File: config.mk
export PLATFORM = sky130hd
export DESIGN_NAME = ram_stream_reader
export DESIGN_NICKNAME = d
export VERILOG_FILES = /design/src/rtl/ram_stream_reader.sv
export SDC_FILE = /design/constraint.sdc
export NUM_CORES = 1
export LEC_CHECK = 0
export ABC_AREA = 1
export BUFFER_PORTS_ARGS = -buffer_cell sky130_fd_sc_hd__buf_2
export CAP_MARGIN = 10
export CORE_MARGIN = 2
export CORE_UTILIZATION = 51
export CTS_BUF_LIST = sky130_fd_sc_hd__clkbuf_8
export DETAILED_ROUTE_END_ITERATION = 12
export MAX_ROUTING_LAYER = met4
export PLACE_DENSITY = 0.84
export RECOVER_POWER = 100
export SLEW_MARGIN = 20
export SYNTH_ARGS = -nofsm -noshare
export SYNTH_HDL_FRONTEND = slang
export SYNTH_SLANG_ARGS = --single-unit
File: constraint.sdc
create_clock -name clk -period 2.1 [get_ports clk]
set_input_delay 0.21 -clock clk [delete_from_list [all_inputs] [get_ports clk]]
set_output_delay 0.21 -clock clk [all_outputs]
set_load 0.05 [all_outputs]
File: src/rtl/ram_stream_reader.sv
// ============================================================================
//  Module   : ram_stream_reader
//  Purpose  : Reads a burst of consecutive words from a synchronous RAM and
//             streams them out over a valid/ready interface.
//  Revision : 1.0 - initial release
// ============================================================================
`default_nettype none

module ram_stream_reader #(
    parameter int DATA_WIDTH = 8,
    parameter int ADDR_WIDTH = 6
) (
    input  logic                  clk,
    input  logic                  reset,
    input  logic                  start,
    input  logic [ADDR_WIDTH-1:0] base_addr,
    input  logic [ADDR_WIDTH:0]   length,
    output logic [ADDR_WIDTH-1:0] mem_addr,
    output logic                  mem_we,
    input  logic [DATA_WIDTH-1:0] mem_q,
    output logic [DATA_WIDTH-1:0] out_data,
    output logic                  out_valid,
    input  logic                  out_ready,
    output logic                  busy,
    output logic                  done
);

    localparam logic [ADDR_WIDTH:0]   c_rem_one  = (ADDR_WIDTH+1)'(1);
    localparam logic [ADDR_WIDTH-1:0] c_addr_one = ADDR_WIDTH'(1);

    typedef enum logic [1:0] {
        ST_IDLE  = 2'd0,
        ST_READ  = 2'd1,
        ST_DRAIN = 2'd2
    } state_t;

    state_t                r_state;
    state_t                w_state_next;

    logic [ADDR_WIDTH-1:0] r_mem_addr;
    logic [ADDR_WIDTH:0]   r_remaining;
    logic                  r_inflight;
    logic [DATA_WIDTH-1:0] r_fifo [2];
    logic                  r_wr_ptr;
    logic                  r_rd_ptr;
    logic [1:0]            r_count;
    logic                  r_done;

    logic                  w_pop;
    logic                  w_push;
    logic                  w_issue;
    logic                  w_accept;
    logic                  w_zero_len;
    logic                  w_last_pop;
    logic [2:0]            w_occupancy;

    // ------------------------------------------------------------------
    // Next-state and control decode
    // ------------------------------------------------------------------
    always_comb begin
        w_state_next = r_state;
        w_pop        = (r_count != 2'd0) && out_ready;
        w_push       = r_inflight;
        // An address advance commits one word that lands in the FIFO on the
        // following edge; the current pop frees a slot in time for it.
        w_occupancy  = {1'b0, r_count} + {2'b00, r_inflight} - {2'b00, w_pop};
        w_issue      = (r_state == ST_READ) && (w_occupancy < 3'd2);
        w_accept     = (r_state == ST_IDLE) && start && (length != '0);
        w_zero_len   = (r_state == ST_IDLE) && start && (length == '0);
        w_last_pop   = (r_state == ST_DRAIN) && w_pop && (r_count == 2'd1) && !r_inflight;

        case (r_state)
            ST_IDLE: begin
                if (w_accept) begin
                    w_state_next = ST_READ;
                end
            end
            ST_READ: begin
                if (w_issue && (r_remaining == c_rem_one)) begin
                    w_state_next = ST_DRAIN;
                end
            end
            ST_DRAIN: begin
                if (w_last_pop) begin
                    w_state_next = ST_IDLE;
                end
            end
            default: begin
                w_state_next = ST_IDLE;
            end
        endcase
    end

    always_ff @(posedge clk) begin
        if (reset) begin
            r_state <= ST_IDLE;
        end else begin
            r_state <= w_state_next;
        end
    end

    // ------------------------------------------------------------------
    // Address generator, RAM pipeline tracking and output FIFO
    // ------------------------------------------------------------------
    always_ff @(posedge clk) begin
        if (reset) begin
            r_mem_addr  <= '0;
            r_remaining <= '0;
            r_inflight  <= 1'b0;
            r_fifo[0]   <= '0;
            r_fifo[1]   <= '0;
            r_wr_ptr    <= 1'b0;
            r_rd_ptr    <= 1'b0;
            r_count     <= 2'd0;
            r_done      <= 1'b0;
        end else begin
            // Holding the address keeps mem_q pointing at the same word.
            if (w_accept) begin
                r_mem_addr  <= base_addr;
                r_remaining <= length;
            end else if (w_issue) begin
                r_mem_addr  <= r_mem_addr + c_addr_one;
                r_remaining <= r_remaining - c_rem_one;
            end

            r_inflight <= w_issue;

            if (w_push) begin
                r_fifo[r_wr_ptr] <= mem_q;
                r_wr_ptr         <= ~r_wr_ptr;
            end
            if (w_pop) begin
                r_rd_ptr <= ~r_rd_ptr;
            end
            r_count <= r_count + {1'b0, w_push} - {1'b0, w_pop};

            r_done <= w_zero_len || w_last_pop;
        end
    end

    assign mem_addr  = r_mem_addr;
    assign mem_we    = 1'b0;
    assign out_data  = r_fifo[r_rd_ptr];
    assign out_valid = (r_count != 2'd0);
    assign busy      = (r_state != ST_IDLE);
    assign done      = r_done;

endmodule

`default_nettype wire

Word level (Yosys, flattened, before mapping)
Memory sizes are Yosys's and may differ from the RTL's. A register that Yosys moved wholly into a read port is not among the register bits.
Cells that the tools add are included.
- flip-flop bits (word level): 21
- bits in writable memories: 16
- bits of input ports: 25
- output and inout port bits: 18
- logic and storage cells: 62
- memories kept: 1
- add/sub/neg operators: 6
- magnitude comparators: 1
- eq/ne operators: 7
- mux-type cells: 18
- bitwise operators: 2
- reductions and logical operators: 19
- memory list (name ; depth ; bits a word ; rd ports ; clocked after Yosys merged registers in ; write ports ; line ; RTL):
    r_fifo ; 2 ; 8 ; 1 ; 1 ; 2 ; 43 ; logic [DATA_WIDTH-1:0] r_fifo [2];
- operators with widths (kind ; number):
    7-bit two-way mux ; 2
    6-bit two-way mux ; 2
    1-bit logical AND ; 9
    1-bit two-way mux ; 9
    8-bit two-way mux ; 1
    8-bit OR reduction ; 1
    7-bit by 1-bit equality test with 1-bit output, second input constant ; 1
    7-bit logical NOT ; 1
    7-bit nonzero test ; 1
    7-bit by 1-bit subtractor with 7-bit output, second input constant ; 1
    6-bit by 1-bit adder with 6-bit output, second input constant ; 1
    2-bit two-way mux ; 3
    2-bit case mux with 3 select lines ; 1
    2-bit nonzero test ; 3
    2-bit by 1-bit equality test with 1-bit output, second input constant ; 2
    2-bit != test, second input constant ; 2
    2-bit by 1-bit adder with 3-bit output ; 1
    3-bit by 2-bit < comparator with 1-bit output, second input constant ; 1
    3-bit AND reduction ; 1
    3-bit by 1-bit subtractor with 3-bit output ; 1
    2-bit by 1-bit adder with 2-bit output ; 1
    2-bit equality test, second input constant ; 1
    2-bit logical NOT ; 1
    2-bit by 1-bit != test with 1-bit output, second input constant ; 1
    4 further kinds ; 5

Logic depth before layout (Yosys ltp)
Gate-level depths: netlist of the first run.
- word-level depth: 8
- gate-level depth with buffers: 17
- mapped depth without buffers: 16

Least setup slack after synthesis of the first run
OpenSTA, ideal clock, no wires.
- kind: register to register
- start: reg r_count[1]
- end: reg r_mem_addr[0] (netlist: mem_addr[0])
- library setup time: 0.109 ns
- data arrival time: 2.526 ns
- data required time: 1.991 ns
- setup slack: -0.535 ns
- cell stages (with the launch flop): 18
- path buffers: 1
- period minus slack after synthesis: 2.635 ns
- path through: dfxtp_1 > inv_1 > nand2_1 > nand2_1 > inv_1 > ha_1 > inv_1 > ha_1 > fa_1 > inv_1 > nand3_1 > inv_1 > nand2_2 > buf_6 > nand3_1 > nand3_1 > nand2_1 > inv_1
- cells in the longest elaborated chain, start to end: 6
- elaborated cells between the ends (all ways): 7
- classes of those cells: add/sub: 2; order compare: 1; reduce/logical: 4
- RTL lines (item ; line ; RTL):
    start: declaration ; 46 ; logic [1:0] r_count;
    start signal: assignment ; 135 ; r_count <= r_count + {1'b0, w_push} - {1'b0, w_pop};
    2-bit nonzero test ; - ;
    via out_valid ; 22 ; output logic out_valid,
    1-bit logical AND ; 62 ; w_pop = (r_count != 2'd0) && out_ready;
    via w_pop ; 49 ; logic w_pop;
    3-bit by 1-bit subtractor with 3-bit output ; 66 ; w_occupancy = {1'b0, r_count} + {2'b00, r_inflight} - {2'b00, w_pop};
    via w_occupancy[1] ; 55 ; logic [2:0] w_occupancy;
    3-bit by 2-bit < comparator with 1-bit output ; 67 ; w_issue = (r_state == ST_READ) && (w_occupancy < 3'd2);
    1-bit logical AND ; 67 ;
    2-bit nonzero test (no source line) ; - ;
    end signal: assignment ; 119 ; r_mem_addr <= base_addr;
    end signal: assignment ; 122 ; r_mem_addr <= r_mem_addr + c_addr_one;
    end: declaration ; 40 ; logic [ADDR_WIDTH-1:0] r_mem_addr;
The timed path passes the listed nets, and every way through them passes these cells.
A chain may end at the register's enable or synchronous reset.

Final worst setup path of the first run
- start: reg r_count[1]
- end: reg r_remaining[5]
- cells in the longest elaborated chain, start to end: 6
- elaborated cells between the ends (all ways): 7
- classes of those cells: add/sub: 2; order compare: 1; reduce/logical: 4
- RTL lines (item ; line ; RTL):
    2-bit nonzero test ; 62 ;
    1-bit logical AND ; 62 ;
    via w_pop ; 49 ;
    3-bit by 1-bit subtractor with 3-bit output ; 66 ;
    3-bit by 2-bit < comparator with 1-bit output ; 67 ;
    1-bit logical AND ; 67 ;
    2-bit nonzero test (no source line) ; - ;
    end signal: assignment ; 120 ; r_remaining <= length;
    end signal: assignment ; 123 ; r_remaining <= r_remaining - c_rem_one;
    end: declaration ; 41 ; logic [ADDR_WIDTH:0] r_remaining;
The timed path passes the listed nets, and every way through them passes these cells.

==> results.cfg, run 1 <==
[pwr]
p_switching_mw = 1.43
p_int_mw = 2.02
power_leakage_nw = 1.21
ir_worst_vdd_mv = 0.799
p_clk_share_pct = 21.8
switching_share_pct = 41.4
pwr-share-comb_pct = 48.2
p_seq_share_pct = 30.0
p_per_area_mw_per_mm2 = 1320

[synth]
synth.area.mux_share_pct = 4.49
avgSynthCellArea_um2 = 8.23
syn_nets = 275
synth_cells = 244
synth_top_family_by_area = simple AND/OR/NAND/NOR gates
ys_ff_latch = 38
synth_warnings = 0
synthArstFlopShare_pct = 0
ys_seq_area_share_pct = 45.9
synth_edf_count = 16
synthAdderAreaFrac_pct = 4.11
synth_cell_types = 33
synth_compound_area_share_pct = 5.79
synthXorXnorAreaFrac_pct = 2.18
syn_area_mm2 = 0.00201
synthSimpleGateAreaFrac_pct = 28.1
synth-main-ff-cell = dfxtp_1

[drt]
drc = 0
wl_per_cell_um = 12.2
drt-initial-drc-count = 184
first_pass_iters = 4
wirelength_mm = 4.21
vias_per_cell = 5.08
drtAntennaViolNets = 0
via_count = 1747

[sta]
fmax_mhz = 438
period_minus_slack_ns = 2.29
finalSetupViolCount = 15
setup_tns_ns = -2.07
final_hold_viol_count = 0
fin_crit_sh_pct = 109
rsz0062_at_grt = true
tightest_slew_ns = 0.588
finalWorstSetupSlack_ns = -0.186
relSlewSlack_pct = 61.0
slew_viol_final = 0
fin_worst_skew_ns = 0.00929

[setup_path]
cp.arrival_ns = 2.48
critPathKind = flip-flop to flip-flop
crit_chain = inv_6, nand2_8, nand2_4, inv_4, ha_4, inv_2, ha_4, fa_2, xnor2_1, nor2_4, buf_6, nand2_1, nand3_1, nand2_1, inv_1
worst_path_max_delay_cell = fa_2
crit_family = adder cells
slowest_delay_ns = 0.41
crit_path_start_kind = flip-flop
critPathRequiredTime_ns = 2.30
critPathBufInv = 5
critPathMaxFanout = 5
critPathCaptureType = flip-flop
r2r_slack_ns = -0.19

[cts]
clk_pin_slew_ns = 0.08
clk_latency_ns = 0.30
cts_buffer_depth = 2
cts_tree = yes
cts_htree_levels = 2
cts_hold_buffers = 0
cts_made_buffers = 5
cts.sink_count = 38
root_buffer = clkbuf_8

[place]
place_congestion = 0.907
io_buffers = 41
hpwl_mm = 2.85
dpl_cell_area_mm2 = 0.00236

[worst_hold_path]
hold_class = primary input to flip-flop

[floorplan]
initial_core_util_pct = 54.0
core-area_mm2 = 0.00372
die_h_um = 66.8
dieArea_mm2 = 0.00446
die_x_um = 66.8
row_count = 22
io_pins = 43

[global_routing]
track_usage_pct = 21.4
grt_pass1_vias = 1578
grt_first_pass_wirelength_mm = 6.95
grt_max_degree = 17
grt_overflow = 0
antenna_found_initial = 0

[layout]
final_common_cell = buf_2
nets = 326
area_growth_pct = 30.2
multi_input_area_mm2 = 0.00106
n_antenna_cell = 0
fin_area_mm2 = 0.00262
final-seq-area_um2 = 926
n_fill_cell = 277
layout-drive-gt1-share_pct = 33.8
layout_common_cells = 40 x buf_2, 35 x nand3_1, 33 x nand2_1

[outcome]
status = finished with violations
violations = setup timing

[job]
max_cap_violations = 0
flip-flops by register name, indices dropped and copies added, names as in the netlist, named ones only:
name,cells
r_remaining,7
mem_addr,6
r_rd_ptr,1
r_fifo,16
r_count,2
r_state,2
r_inflight,1
r_wr_ptr,1
done,1
power groups by stage:
stage               registers (mW)  clock network [mW]  logic [mW]
finish                        1.03               0.751        1.66
global route                  1.05               0.792        1.81
CTS                           1.03               0.750        1.56
detailed placement            1.04                   0        1.38
global placement              1.04                   0        1.35
floorplan                     1.08                   0        1.05
through the flow:
stage               power (mW)  hold slack (ns)  utilization, %  setup slack, ns  instances
floorplan                 2.14            0.279               -           -0.157        244
global placement          2.39            0.435            63.6           -0.121        333
detailed placement        2.42            0.444            63.6           -0.165        333
CTS                       3.34            0.180            68.9           -0.169        343
global route              3.65            0.208            70.4           -0.303        344
finish                    3.44            0.175            70.4           -0.186        344
final timing paths:
path | startpoint | depth (start not counted) | end
max | r_count[1] | 15 | r_remaining[5]
min | base_addr[3] | 3 | mem_addr[3]
max reg2reg | r_count[1] | 15 | r_remaining[5]
min reg2reg | r_rd_ptr | 1 | flip-flop
Yosys cell counts, types with 2 or more instances:
| cell type | instances | area, um^2 |
|---|---|---|
| a21oi_1 | 7 | 35.0 |
| a31oi_1 | 5 | 31.3 |
| and2_1 | 2 | 12.5 |
| buf_2 | 2 | 10.0 |
| buf_4 | 3 | 22.5 |
| buf_6 | 2 | 22.5 |
| clkbuf_1 | 2 | 7.51 |
| dfxtp_1 | 22 | 440 |
| edfxtp_1 | 16 | 480 |
| ha_1 | 5 | 62.6 |
| inv_1 | 32 | 120 |
| mux2_2 | 8 | 90.1 |
| nand2_1 | 40 | 150 |
| nand2_2 | 2 | 12.5 |
| nand3_1 | 38 | 190 |
| nand4_1 | 2 | 12.5 |
| nor2_1 | 33 | 124 |
| nor3_1 | 3 | 15.0 |
| o21bai_1 | 2 | 15.0 |
| or2_1 | 2 | 12.5 |
| xnor2_1 | 2 | 17.5 |
| xor2_1 | 3 | 26.3 |
worst min-delay path, delay by kind of cell:
family | cells | cell delay, ns
buffers and inverters | 1 | 0.08
AOI/OAI and AO/OA | 2 | 0.16
layout make-up:
| type | count | area share, % |
|---|---|---|
| flip-flops and latches | 38 | 35.4 |
| clock inverters | 3 | 2.63 |
| clock buffers | 5 | 2.63 |
| inverters | 33 | 5.31 |
| repair buffers | 52 | 11.1 |
| multi-input cells | 165 | 40.6 |
| well taps | 48 | 2.30 |
cells by family (layout without fill, tap and decap cells):
family          count (synthesis)  after routing
compound gates                 18             18
xor+xnor                        5              5
fa+ha+maj                       6              6
buf+inv                        42             93
flops                          38             38
mux                             8              8
other cells                     1              1
simple gates                  126            127
metal layers:
metal,GRT usage (%),vias to the layer above,share of wire (%)
met2,35.3,47,49
li1,-,896,-
met1,25.8,797,45
met5,-,-,0
met4,7.40,0,1.7
met3,5.24,7,4.5
repair_timing:
item / CTS / global route
pin swaps: 3 / 3
gates cloned: 1 / 0
setup buffers: 1 / 1
endpoints found under the setup margin: 15 / 16
resized for setup: 7 / 14
(Power assumes the default switching activity.)
==> run 2: changes to the inputs <==
--- a/config.mk
+++ b/config.mk
@@ -8,6 +8,7 @@
 export ABC_AREA = 1
 export BUFFER_PORTS_ARGS = -buffer_cell sky130_fd_sc_hd__buf_2
 export CAP_MARGIN = 10
+export CORE_ASPECT_RATIO = 1.75
 export CORE_MARGIN = 2
 export CORE_UTILIZATION = 51
 export CTS_BUF_LIST = sky130_fd_sc_hd__clkbuf_8
==> results.cfg, run 2 (synthesized netlist as in run 1, its figures left out) <==
[floorplan]
dieArea_mm2 = 0.00448
die_x_um = 51.4
row_count = 30
io_pins = 43
initial_core_util_pct = 52.5
die_h_um = 87.0
core-area_mm2 = 0.00383

[cts]
cts_hold_buffers = 0
cts_buffer_depth = 2
cts.sink_count = 38
root_buffer = clkbuf_8
cts_htree_levels = 2
clk_pin_slew_ns = 0.08
cts_made_buffers = 5
cts_tree = yes
clk_latency_ns = 0.30

[pwr]
p_per_area_mw_per_mm2 = 1330
ir_worst_vdd_mv = 0.868
power_leakage_nw = 1.15

[layout]
top_register = r_fifo
layout_common_cells = 36 x nand2_1, 35 x nand3_1, 32 x nor2_1
layout-drive-gt1-share_pct = 27.4
largest_reg_flops = 16
utilization_pct = 67.5
area_growth_pct = 28.6
fin_area_mm2 = 0.00258
nets = 329
final_common_cell = nand2_1
multi_input_area_mm2 = 0.00105
final-seq-area_um2 = 926
n_antenna_cell = 0
n_fill_cell = 341

[global_routing]
grt_first_pass_wirelength_mm = 6.93
grt_pass1_vias = 1690
grt_overflow = 0
grt_max_degree = 17
track_usage_pct = 21.4
antenna_found_initial = 0

[drt]
drc = 0
via_count = 1756
first_pass_iters = 4
wirelength_mm = 4.34
drt-initial-drc-count = 73
vias_per_cell = 5.06
drtAntennaViolNets = 0
wl_per_cell_um = 12.5

[setup_path]
critPathCaptureType = flip-flop
cp.arrival_ns = 2.42
crit_chain = inv_6, nand2_8, nand2_4, inv_4, ha_4, inv_2, ha_4, fa_2, xor2_4, buf_12, nand2_8, nand3_1, nand3_1, nand2_1, inv_1
critPathMaxFanout = 8
slowest_delay_ns = 0.40
crit_path_start_kind = flip-flop
worst_path_max_delay_cell = fa_2
critPathKind = flip-flop to flip-flop
critPathRequiredTime_ns = 2.31

[sta]
fin_worst_skew_ns = 0.0116
finalWorstSetupSlack_ns = -0.116
relSlewSlack_pct = 60.4
final_hold_viol_count = 0
fin_crit_sh_pct = 106
rsz0062_at_grt = true
setup_tns_ns = -0.892
slew_viol_final = 0
tightest_slew_ns = 0.596
period_minus_slack_ns = 2.22
fmax_mhz = 451
finalSetupViolCount = 16

[place]
io_buffers = 41
hpwl_mm = 3.19
dpl_cell_area_mm2 = 0.00237
place_congestion = 0.913

[outcome]
violations = setup timing
status = finished with violations

[worst_hold_path]
hold_class = primary input to flip-flop

[job]
max_cap_violations = 0
[run 2: layout make-up]
class                           instances  share of cell area [%]
Inverter                               33                    5.38
Tap cell                               48                    2.33
Clock buffer                            5                    2.66
Multi-Input combinational cell        165                    40.6
Sequential cell                        38                    35.9
Timing Repair Buffer                   55                    11.7
Clock inverter                          3                    1.55
[run 2: through the flow]
stage	cells	setup slack [ns]	hold WS (ns)	power, mW
after CTS	345	-0.159	0.185	3.41
after detailed placement	334	-0.164	0.443	2.46
final	347	-0.116	0.185	3.44
after global placement	334	-0.121	0.433	2.42
after floorplan	244	-0.157	0.279	2.14
after global routing	347	-0.248	0.187	3.64
[run 2: repair_timing]
| item | CTS | global route |
|---|---|---|
| endpoints found under the setup margin | 15 | 16 |
| gates resized for setup | 16 | 0 |
| pin swaps | 12 | 6 |
| buffers inserted | 2 | 2 |
| hold endpoints to repair | 0 | 0 |
| gates cloned | 1 | 0 |
[run 2: path summary, 6_finish.rpt]
check                    start        endpoint  slack [ns]  cells past startpoint
setup / recovery    r_count[1]  r_remaining[1]       -0.12                     15
hold / removal    base_addr[3]     mem_addr[3]        0.18                      3
hold reg to reg       r_rd_ptr        r_rd_ptr        0.46                      1
setup reg to reg    r_count[1]  r_remaining[1]       -0.12                     15
[run 2: report_power, final]
group,switching [mW],leakage [nW],internal (mW)
Clock,0.261,0.0579,0.349
Combinational,1.06,0.743,0.725
Sequential,0.131,0.347,0.909
[run 2: per-layer routing]
layer  track usage [%]  wire length [um]  part of all wire, %
met5                 -                 0                    0
met4              10.3               101                  2.3
met3              3.78               172                  4.0
met2              42.7              2610                   60
met1              17.8              1460                   34
[run 2: critical path: cells and delay by family (launching register included)]
| family | cells | cell delay, ns |
|---|---|---|
| DFF | 1 | 0.36 |
| and+or+nand+nor | 6 | 0.37 |
| xor gates and xnor gates | 1 | 0.27 |
| adders and majority gates | 3 | 0.79 |
| buffers and inverters | 5 | 0.32 |
==> run 3: changes to the inputs <==
--- a/config.mk
+++ b/config.mk
@@ -5,16 +5,15 @@
 export SDC_FILE = /design/constraint.sdc
 export NUM_CORES = 1
 export LEC_CHECK = 0
-export ABC_AREA = 1
 export BUFFER_PORTS_ARGS = -buffer_cell sky130_fd_sc_hd__buf_2
 export CAP_MARGIN = 10
 export CORE_ASPECT_RATIO = 1.75
 export CORE_MARGIN = 2
-export CORE_UTILIZATION = 51
+export CORE_UTILIZATION = 50
 export CTS_BUF_LIST = sky130_fd_sc_hd__clkbuf_8
 export DETAILED_ROUTE_END_ITERATION = 12
 export MAX_ROUTING_LAYER = met4
-export PLACE_DENSITY = 0.84
+export PLACE_DENSITY = 0.83
 export RECOVER_POWER = 100
 export SLEW_MARGIN = 20
 export SYNTH_ARGS = -nofsm -noshare
==> results.cfg, run 3 <==
[global_routing]
track_usage_pct = 19.7
antenna_found_initial = 0
grt_pass1_vias = 1493
grt_overflow = 0
grt_max_degree = 28
grt_first_pass_wirelength_mm = 6.35

[synth]
syn_nets = 210
synthArstFlopShare_pct = 0
ys_ff_latch = 38
ys_seq_area_share_pct = 47.7
synth_top_area_share_pct = 24.9
synth_warnings = 0
synth-main-ff-cell = dfxtp_1
synth_cell_types = 45
synth_most_common_cell = dfxtp_1
synth_cells = 179
yosys-top-cells-area = edfxtp_1 25%, dfxtp_1 23%, and2_1 5.5%, mux2_2 4.7%, ha_1 3.2%
synth_area_leader_cell = edfxtp_1
avgSynthCellArea_um2 = 10.8
synth_edf_count = 16
netlist_top_cells_count = 22 x dfxtp_1, 17 x and2_1, 16 x edfxtp_1
syn_area_mm2 = 0.00193

[pwr]
pwr-share-comb_pct = 50.1
power_leakage_nw = 1.00
p_clk_share_pct = 15.5
ir_worst_vdd_mv = 0.856
p_switching_mw = 1.20
p_per_area_mw_per_mm2 = 1250
p_int_mw = 1.82
switching_share_pct = 39.8
p_seq_share_pct = 34.4

[floorplan]
die_h_um = 86.2
dieArea_mm2 = 0.00440
die_x_um = 51.0
initial_core_util_pct = 52.7
io_pins = 43
row_count = 29
core-area_mm2 = 0.00366

[setup_path]
cp.arrival_ns = 2.75
critPathCaptureType = flip-flop
critPathKind = flip-flop to flip-flop
r2r_slack_ns = -0.43
critPathRequiredTime_ns = 2.33
worst_path_max_delay_cell = fa_2
crit_top_cell = ha_4
crit_path_start_kind = flip-flop
crit_chain = or2_4, and2_4, ha_4, inv_2, ha_4, fa_2, nor3b_4, buf_6, nand2_4, buf_4, a2bb2oi_1, a21oi_1
critPathMaxFanout = 6
slowest_delay_ns = 0.47
rr_worst_depth = 12
crit-reg2reg-launch = r_count[1]
reg2reg_to = mem_addr[0]

[drt]
drc = 0
drt-initial-drc-count = 38
wl_per_cell_um = 13.3
first_pass_iters = 4
drtAntennaViolNets = 0
vias_per_cell = 5.33
wirelength_mm = 3.79
via_count = 1520

[cts]
root_buffer = clkbuf_8
cts_tree = yes
cts.sink_count = 38
cts_buffer_depth = 2
clk_pin_slew_ns = 0.07
clk_latency_ns = 0.29
cts_made_buffers = 5
cts_htree_levels = 2
cts_hold_buffers = 0

[layout]
final_common_cell = buf_2
utilization_pct = 66.1
layout-drive-gt1-share_pct = 37.7
area_growth_pct = 25.3
top_register = r_fifo
n_antenna_cell = 0
nets = 269
largest_reg_flops = 16
layout_common_cells = 36 x buf_2, 20 x dfxtp_1, 16 x edfxtp_1
n_fill_cell = 302

[job]
max_cap_violations = 0

[worst_hold_path]
min_path_cells = 3
min_from = base_addr[0]
hold_class = primary input to flip-flop
min_to = mem_addr[0]

[sta]
setup_tns_ns = -6.23
finalSetupViolCount = 16
slew_viol_final = 0
rsz0062_at_grt = true
finalWorstSetupSlack_ns = -0.428
final_hold_viol_count = 0
period_minus_slack_ns = 2.53
fin_crit_sh_pct = 120
relSlewSlack_pct = 47.2
fmax_mhz = 396
fin_worst_skew_ns = 0.00380
tightest_slew_ns = 0.790

[place]
hpwl_mm = 2.86
io_buffers = 41
place_congestion = 0.896

[outcome]
violations = setup timing
status = finished with violations
## run 3: how the worst max path moves through the flow
stage / start / endpoint / slack (ns)
final: r_count[1] / mem_addr[0] / -0.43
after global routing: r_count[1] / mem_addr[0] / -0.55
after CTS: r_count[0] / mem_addr[5] / -0.45
after detailed placement: r_count[0] / mem_addr[5] / -0.47
after global placement: r_count[0] / mem_addr[5] / -0.43
after floorplan: r_count[1] / mem_addr[5] / -0.49
## run 3: logic make-up after synthesis
kind of cell	count (synthesis)	synth area share, %
other	1	0.194
XOR/XNOR	10	4.92
buffers and inverters	16	4.08
AO/OA/AOI/OAI	26	10.2
AND/OR/NAND/NOR	74	24.0
flip-flops	38	47.7
multiplexers	8	4.66
adder cells (fa/ha/maj)	6	4.27
## run 3: critical path: cells and delay by family (launching register included)
kind,cells,cell delay [ns]
adder cells (fa/ha/maj),3,0.87
AND/OR/NAND/NOR,4,0.72
buffers and inverters,3,0.32
flip-flops,1,0.32
AO/OA/AOI/OAI,2,0.24
## run 3: final cells by class
cell class	instances	area, um^2	area share [%]
clock buffer	5	68.8	2.84
multi-input combinational	125	986	40.7
inverter	9	33.8	1.40
timing repair buffer	59	338	14.0
tap	46	57.6	2.38
sequential	38	923	38.1
clock inverter	3	13.8	0.568
## run 3: power by group through the flow
stage | logic (mW) | clock network, mW | registers [mW]
finish | 1.51 | 0.469 | 1.04
global route | 1.65 | 0.523 | 1.06
CTS | 1.44 | 0.486 | 1.04
detailed placement | 1.40 | 0 | 1.06
global placement | 1.39 | 0 | 1.05
floorplan | 0.962 | 0 | 1.09
## run 3: layer usage
metal  vias up  global-route usage, %  share of wire (%)  wire length, um
li1        751                      -                  -                -
met3         9                   4.14                4.6              174
met2        39                   34.8                 56             2130
met1       721                   19.6                 36             1350
met4         0                   10.8                3.3              125
met5         -                      -                  0                0
## run 3: through the flow
step                      hold WS, ns  power, mW  worst slack (ns)  area (um^2)  instances
after floorplan                 0.336       2.05            -0.487         1960        179
after global placement          0.471       2.44            -0.431         2290        274
after detailed placement        0.478       2.46            -0.471         2290        274
after CTS                       0.176       2.97            -0.451         2390        283
after global routing            0.197       3.23            -0.555         2420        285
final                           0.190       3.02            -0.428         2420        285
## run 3: what timing repair did
action / in CTS / in global routing
endpoints found under the hold margin: 0 / 0
resized for setup: 3 / 6
buffers inserted: 1 / 2
setup endpoints to repair: 16 / 16
pin swaps: 6 / 13
